$ cat src/rtl/mm_mac_engine.sv
// rtl/mm_mac_engine.sv - sequential N x N unsigned matrix multiply, C = A x B
// One multiplier and one accumulator reused per element; A/B memories have 1-cycle read latency.
module mm_mac_engine #(
   parameter int N    = 4,
   parameter int DW   = 8,
   parameter int AW   = 4,
   parameter int ACCW = 32
) (
   input  logic            clk,
   input  logic            rst,
   input  logic            start,
   output logic [AW-1:0]   a_addr,
   input  logic [DW-1:0]   a_rdata,
   output logic [AW-1:0]   b_addr,
   input  logic [DW-1:0]   b_rdata,
   output logic            c_we,
   output logic [AW-1:0]   c_addr,
   output logic [ACCW-1:0] c_wdata,
   output logic            busy,
   output logic            done
);

   localparam logic [2:0] S_IDLE  = 3'd0;
   localparam logic [2:0] S_FETCH = 3'd1;
   localparam logic [2:0] S_ACC   = 3'd2;
   localparam logic [2:0] S_WRITE = 3'd3;
   localparam logic [2:0] S_DONE  = 3'd4;

   localparam logic [AW-1:0] NL   = AW'(N);
   localparam logic [AW-1:0] LAST = AW'(N - 1);
   localparam logic [AW-1:0] ONE  = AW'(1);

   logic [2:0]      state;
   logic [AW-1:0]   i;
   logic [AW-1:0]   j;
   logic [AW-1:0]   k;
   logic [ACCW-1:0] acc;

   logic [2*DW-1:0] prod;
   logic [ACCW-1:0] acc_sum;
   logic [AW-1:0]   k_nx;
   logic [AW-1:0]   i_nx;
   logic [AW-1:0]   j_nx;

   assign prod    = a_rdata * b_rdata;
   assign acc_sum = acc + ACCW'(prod);
   assign k_nx    = k + ONE;
   assign j_nx    = (j == LAST) ? '0 : j + ONE;
   assign i_nx    = (j == LAST) ? i + ONE : i;

   assign busy = (state == S_FETCH) || (state == S_ACC) || (state == S_WRITE);

   // Addresses are loaded on the edge that enters FETCH so the memory
   // samples them during FETCH and returns data during ACC.
   always_ff @(posedge clk) begin
      if (rst) begin
         state   <= S_IDLE;
         i       <= '0;
         j       <= '0;
         k       <= '0;
         acc     <= '0;
         a_addr  <= '0;
         b_addr  <= '0;
         c_addr  <= '0;
         c_wdata <= '0;
         c_we    <= 1'b0;
         done    <= 1'b0;
      end else begin
         c_we <= 1'b0;
         done <= 1'b0;
         case (state)
            S_IDLE: begin
               if (start) begin
                  i      <= '0;
                  j      <= '0;
                  k      <= '0;
                  acc    <= '0;
                  a_addr <= '0;
                  b_addr <= '0;
                  state  <= S_FETCH;
               end
            end
            S_FETCH: begin
               state <= S_ACC;
            end
            S_ACC: begin
               acc <= acc_sum;
               if (k != LAST) begin
                  k      <= k_nx;
                  a_addr <= i * NL + k_nx;
                  b_addr <= k_nx * NL + j;
                  state  <= S_FETCH;
               end else begin
                  c_we    <= 1'b1;
                  c_addr  <= i * NL + j;
                  c_wdata <= acc_sum;
                  state   <= S_WRITE;
               end
            end
            S_WRITE: begin
               k   <= '0;
               acc <= '0;
               if ((i == LAST) && (j == LAST)) begin
                  i     <= '0;
                  j     <= '0;
                  done  <= 1'b1;
                  state <= S_DONE;
               end else begin
                  i      <= i_nx;
                  j      <= j_nx;
                  a_addr <= i_nx * NL;
                  b_addr <= j_nx;
                  state  <= S_FETCH;
               end
            end
            S_DONE: begin
               state <= S_IDLE;
            end
            default: begin
               state <= S_IDLE;
            end
         endcase
      end
   end

endmodule

$ cat config.mk
export PLATFORM = sky130hd
export DESIGN_NAME = mm_mac_engine
export DESIGN_NICKNAME = d
export VERILOG_FILES = /design/src/rtl/mm_mac_engine.sv
export SDC_FILE = /design/constraint.sdc
export NUM_CORES = 1
export LEC_CHECK = 0
export ABC_CLOCK_PERIOD_IN_PS = 12350
export CAP_MARGIN = 15
export CORE_MARGIN = 1.5
export CORE_UTILIZATION = 46
export CTS_BUF_LIST = sky130_fd_sc_hd__clkbuf_8
export CTS_CLUSTER_SIZE = 24
export DETAILED_ROUTE_END_ITERATION = 7
export GPL_TIMING_DRIVEN = 0
export MAX_ROUTING_LAYER = met4
export PLACE_DENSITY_LB_ADDON = 0.2
export SLEW_MARGIN = 25
export SYNTH_ARGS = -nofsm -noshare
export SYNTH_HDL_FRONTEND = slang
export SYNTH_SLANG_ARGS = --single-unit
export TNS_END_PERCENT = 10
$ cat constraint.sdc
create_clock -name clk -period 12.35 [get_ports clk]
set_input_delay 1.235 -clock clk [delete_from_list [all_inputs] [get_ports clk]]
set_output_delay 1.235 -clock clk [all_outputs]
set_load 0.01 [all_outputs]
==> results of run 1 <==
## layout make-up
cell class                      instances  share of cell area [%]
Sequential cell                        93                    23.2
Buffer                                 45                    2.65
Timing Repair Buffer                   65                    8.12
Clock inverter                          7                    1.01
Multi-Input combinational cell        584                    56.0
Inverter                               98                    4.59
Clock buffer                            9                    1.55
Tap cell                              184                    2.87
## power by group
part	leakage [uW]	total, uW	switching [uW]	internal [uW]
sequential	0.000751	311	4.53	307
clock	0.000103	212	131	80.9
combinational	0.00252	459	281	178
total	0.00338	982	416	565
## cell usage after synthesis (3+ instances only)
cell	count	area, um^2
a21o_1	15	113
a21oi_1	50	250
a311oi_1	6	52.6
or3_1	6	37.5
buf_2	20	100
nor3b_1	6	45.0
a31o_2	3	26.3
nand4_1	6	37.5
o31ai_1	6	45.0
and3_1	7	43.8
nand3_1	14	70.1
dfxtp_1	93	1860
or4_1	4	30.0
nand3b_1	11	82.6
and2_1	35	219
o21ai_0	20	100
xnor2_1	20	175
a31oi_1	13	81.3
a211oi_2	4	50.1
nor2b_1	3	18.8
nand2b_1	7	43.8
o21a_1	7	52.6
buf_4	3	22.5
inv_1	98	368
ha_1	47	588
nor3_1	22	110
nand2_1	89	334
clkbuf_1	19	71.3
a211oi_1	10	75.1
nor4_1	3	18.8
nand3_2	3	30.0
nand4b_1	4	35.0
a41oi_1	4	35.0
nor4b_2	3	45.0
xor2_1	4	35.0
o21ai_1	3	15.0
a22oi_1	13	97.6
fa_1	50	1000
nor2_1	57	214
## per-stage QoR
stage | instances | instance area, um^2
finish | 1085 | 8020
global route | 1085 | 8020
CTS | 1085 | 8020
detailed placement | 1069 | 7810
global placement | 1069 | 7810
floorplan | 820 | 6930
## per-layer routing
layer  share of wire, %  wire length, um
met1                 48             8160
met2                 47             8000
met3                4.0              679
met4               0.96              164
met5                  0                0
## sequential cells by signal, summed over array words and instances (netlist names)
register / flops
b_addr: 4
c_wdata: 32
a_addr: 4
i: 4
done: 1
c_addr: 4
c_we: 1
acc: 32
j: 4
state: 3
k: 4
## worst max-delay path by stage
| stage | start | endpoint | slack, ns | cells past startpoint |
|---|---|---|---|---|
| 2_1_floorplan | b_rdata[7] | acc[25] | 6.99 | 14 |
| 3_3_place_gp | a_rdata[1] | c_wdata[21] | 6.00 | 15 |
| 3_5_place_dp | a_rdata[1] | c_wdata[21] | 5.96 | 15 |
| 4_1_cts | a_rdata[1] | c_wdata[21] | 6.35 | 15 |
| 5_1_grt | a_rdata[4] | c_wdata[21] | 6.02 | 16 |
| 6_report | a_rdata[1] | c_wdata[21] | 6.35 | 15 |
## worst max-delay path, stage by stage
cell	delay [ns]
clkdlybuf4s50_1	0.57
and2_1	0.24
fa_1	0.52
fa_1	0.52
fa_1	0.55
inv_1	0.05
fa_1	0.52
inv_1	0.04
ha_1	0.40
and3_1	0.24
a221oi_4	0.40
nor4b_2	0.15
o31ai_1	0.43
xor2_1	0.18
a211oi_1	0.24
## kinds of logic after synthesis
logic type	after synthesis
simple gates	288
compound gates	174
buf+inv	143
fa+ha+maj	97
flops	93
xor+xnor	24
mux	1
## cell usage in the layout (no fill, tap or decap), drive strengths merged, types with 3 or more instances in the layout
| cell type | synthesis | layout |
|---|---|---|
| nor2 | 57 | 57 |
| a21o | 15 | 15 |
| ha | 47 | 47 |
| a31o | 3 | 3 |
| nand3 | 17 | 17 |
| fa | 50 | 50 |
| o31ai | 7 | 7 |
| and3 | 7 | 7 |
| nand4 | 6 | 6 |
| clkdlybuf4s50 | 0 | 65 |
| nor4b | 3 | 3 |
| or3 | 6 | 6 |
| a21oi | 50 | 50 |
| a31oi | 13 | 13 |
| a22oi | 13 | 13 |
| o21ai | 23 | 23 |
| nand2 | 89 | 89 |
| and2 | 35 | 35 |
| nand3b | 11 | 11 |
| xnor2 | 20 | 20 |
| nor3 | 24 | 24 |
| a311oi | 6 | 6 |
| a211oi | 14 | 14 |
| nor2b | 3 | 3 |
| nand2b | 7 | 7 |
| inv | 98 | 101 |
| nor4 | 3 | 3 |
| dfxtp | 93 | 93 |
| o21a | 7 | 7 |
| xor2 | 4 | 4 |
| or4 | 4 | 4 |
| clkinv | 0 | 4 |
| clkbuf | 19 | 28 |
| nor3b | 7 | 7 |
| nand4b | 4 | 4 |
| buf | 26 | 26 |
| a41oi | 4 | 4 |
==> metrics.md, run 1 <==
| Metric | Value |
|---|---|
| Post-CTS Hold Buffers | 0 |
| Largest family of logic cells by synthesized area | adder cells |
| CTS tree | yes |
| Pin count of the biggest net entering global routing | 20 |
| Post-DRT Antenna Nets | 0 |
| Clock Path Buffers | 2 |
| Final hold violation count | 0 |
| Die area | 15800 um^2 |
| Met2 GRT Util | between 30% and 40% |
| Syn avg cell area | between 8 and 9 um^2 |
| Total GRT Usage | 22.8% |
| WS Path Type | in -> reg |
| Setup Skew | 0.0138 ns |
| Hold Crit Depth | 2 |
| Worst-margin pin slew | 0.630 ns |
| Remaining global-route overflow | 0 |
| H-tree depth | 3 |
| Post-Synth Adder-Cell Area | 22.9% |
| Via count | approximately 6000 |
| Die W | about 130 um |
| Worst EP required | 12.65 ns |
| Setup_tns | 0 ns |
| Core Util, Final | 54.7% |
| Final Net Count | just over 1000 |
| First-pass GRT wire length | between 20000 and 30000 um |
| RSZ-0062 raised after global routing | no |
| Synth warnings | 0 |
| Multiplexer share of the synthesized area | 0.144% |
| Root Driver | clkbuf_8 |
| Status | finished with violations |
| XOR/XNOR Fraction of Synth Area | 3.03% |
| Worst r2r dst | c_wdata[21] |
| Number of diodes | 0 |
| Crit. End Element | register |
| R2r setup slk | 7.66 ns |
| Synth Area in Simple Gates | about 21% |
| Tot Pwr | 982 uW |
| Clock-pin transition on the worst setup and hold timing paths | 0.11 ns |
| Multi-input gate area | 4490 um^2 |
| Syn-to-layout area delta | 15.7% |
| Max Slew Vio Count | 0 |
| Die height | 126 um |
| Met1 usage | 31.3% |
| WL per Instance | about 16 um |
| Mapped Cells | between 800 and 900 |
| Syn Nets | 936 |
| Port Buffers | 65 |
| Rel. slew slack | 57.7% |
| Failing checks | DRC |
| DR pass1 iterations | 8 |
| Pleak | 0.00338 uW |
| Worst-skew pair later-pin latency | 0.38 ns |
| CTS Sinks | 93 |
| Final GP Congestion | 0.949 |
| Most used DFF post-synth | dfxtp_1 |
| Hold Path Class | reg -> reg |
| Dpl hpwl | between 10000 and 15000 um |
| Drt total wl | roughly 17000 um |
| Grt met3 use | 3.10% |
| Worst setup SP type | input pin |
| R2r startpoint | acc[6] |
| Number of antenna violations at the first check in global routing | 0 |
| Arr. time, crit path | 6.30 ns |
| Final hold slack | 0.461 ns |
| Max IR drop VDD | 64.2 uV |
| Netlist cell types | between 60 and 70 |
| Post-synth EDFFs | 0 |
| Setup bufs post-CTS | 0 |
| Power per cell area | 122 nW/um^2 |
| Vias in the first global route | approximately 5600 |
| DP Worst Slack | 5.96 ns |
| DRC violations left | 5 |
| R2R depth | 15 |
| Final setup margin | 6.35 ns |
| Core area | 14600 um^2 |
| Num CTS Buffers | 9 |
| Hold Path Origin | c_wdata[1] |
| Initial drt markers | around 400 |
| Tmin final | 6.00 ns |
| FF+latch count, synth | 93 |
| Global routing's busiest layer | met2 |
| I/O pin cnt | 66 |
| Max FO, Critical Path | 8 |
| Hold EP | c_wdata[1] |
| # fillers | 1463 |
| Drt via density | 5.49 |
| Final setup viols | 0 |
| Layout cells sized above 1 | 6.77% |
| Compound-gate portion of the synthesized area | 17.2% |
| Storage element area | 1860 um^2 |
| FFs w/ async S/R, synth | 0% |
| Maximum clock frequency | 167 MHz |
| Core Rows | 44 |
| Final period utilization | 48.6% |
| Starting Density | 47.3% |
| Sequential element share of the synthesized area | 26.9% |
| Max cap viols | 0 |
| Cells resized by post-CTS repair | 0 |
| Mapped cell area | a little under 7000 um^2 |
Note: power is estimated with default switching activity, not from simulation.
==> run 2: changes to the inputs <==
ABC_CLOCK_PERIOD_IN_PS = 5900   (was 12350)
clock period = 5.9 ns   (was 12.35 ns; I/O delays follow)
==> results of run 2 <==
The final DEF is identical to that of run 1. Status: finished with violations: DRC.
Among the figures that moved: setup slack after placement 5.96 ns -> 0.150 ns; setup slack after layout 6.35 ns -> 0.544 ns; register-to-register setup slack 7.66 ns -> 1.21 ns; total power 982 uW -> 2060 uW; worst IR drop on VDD 64.2 uV -> 134 uV
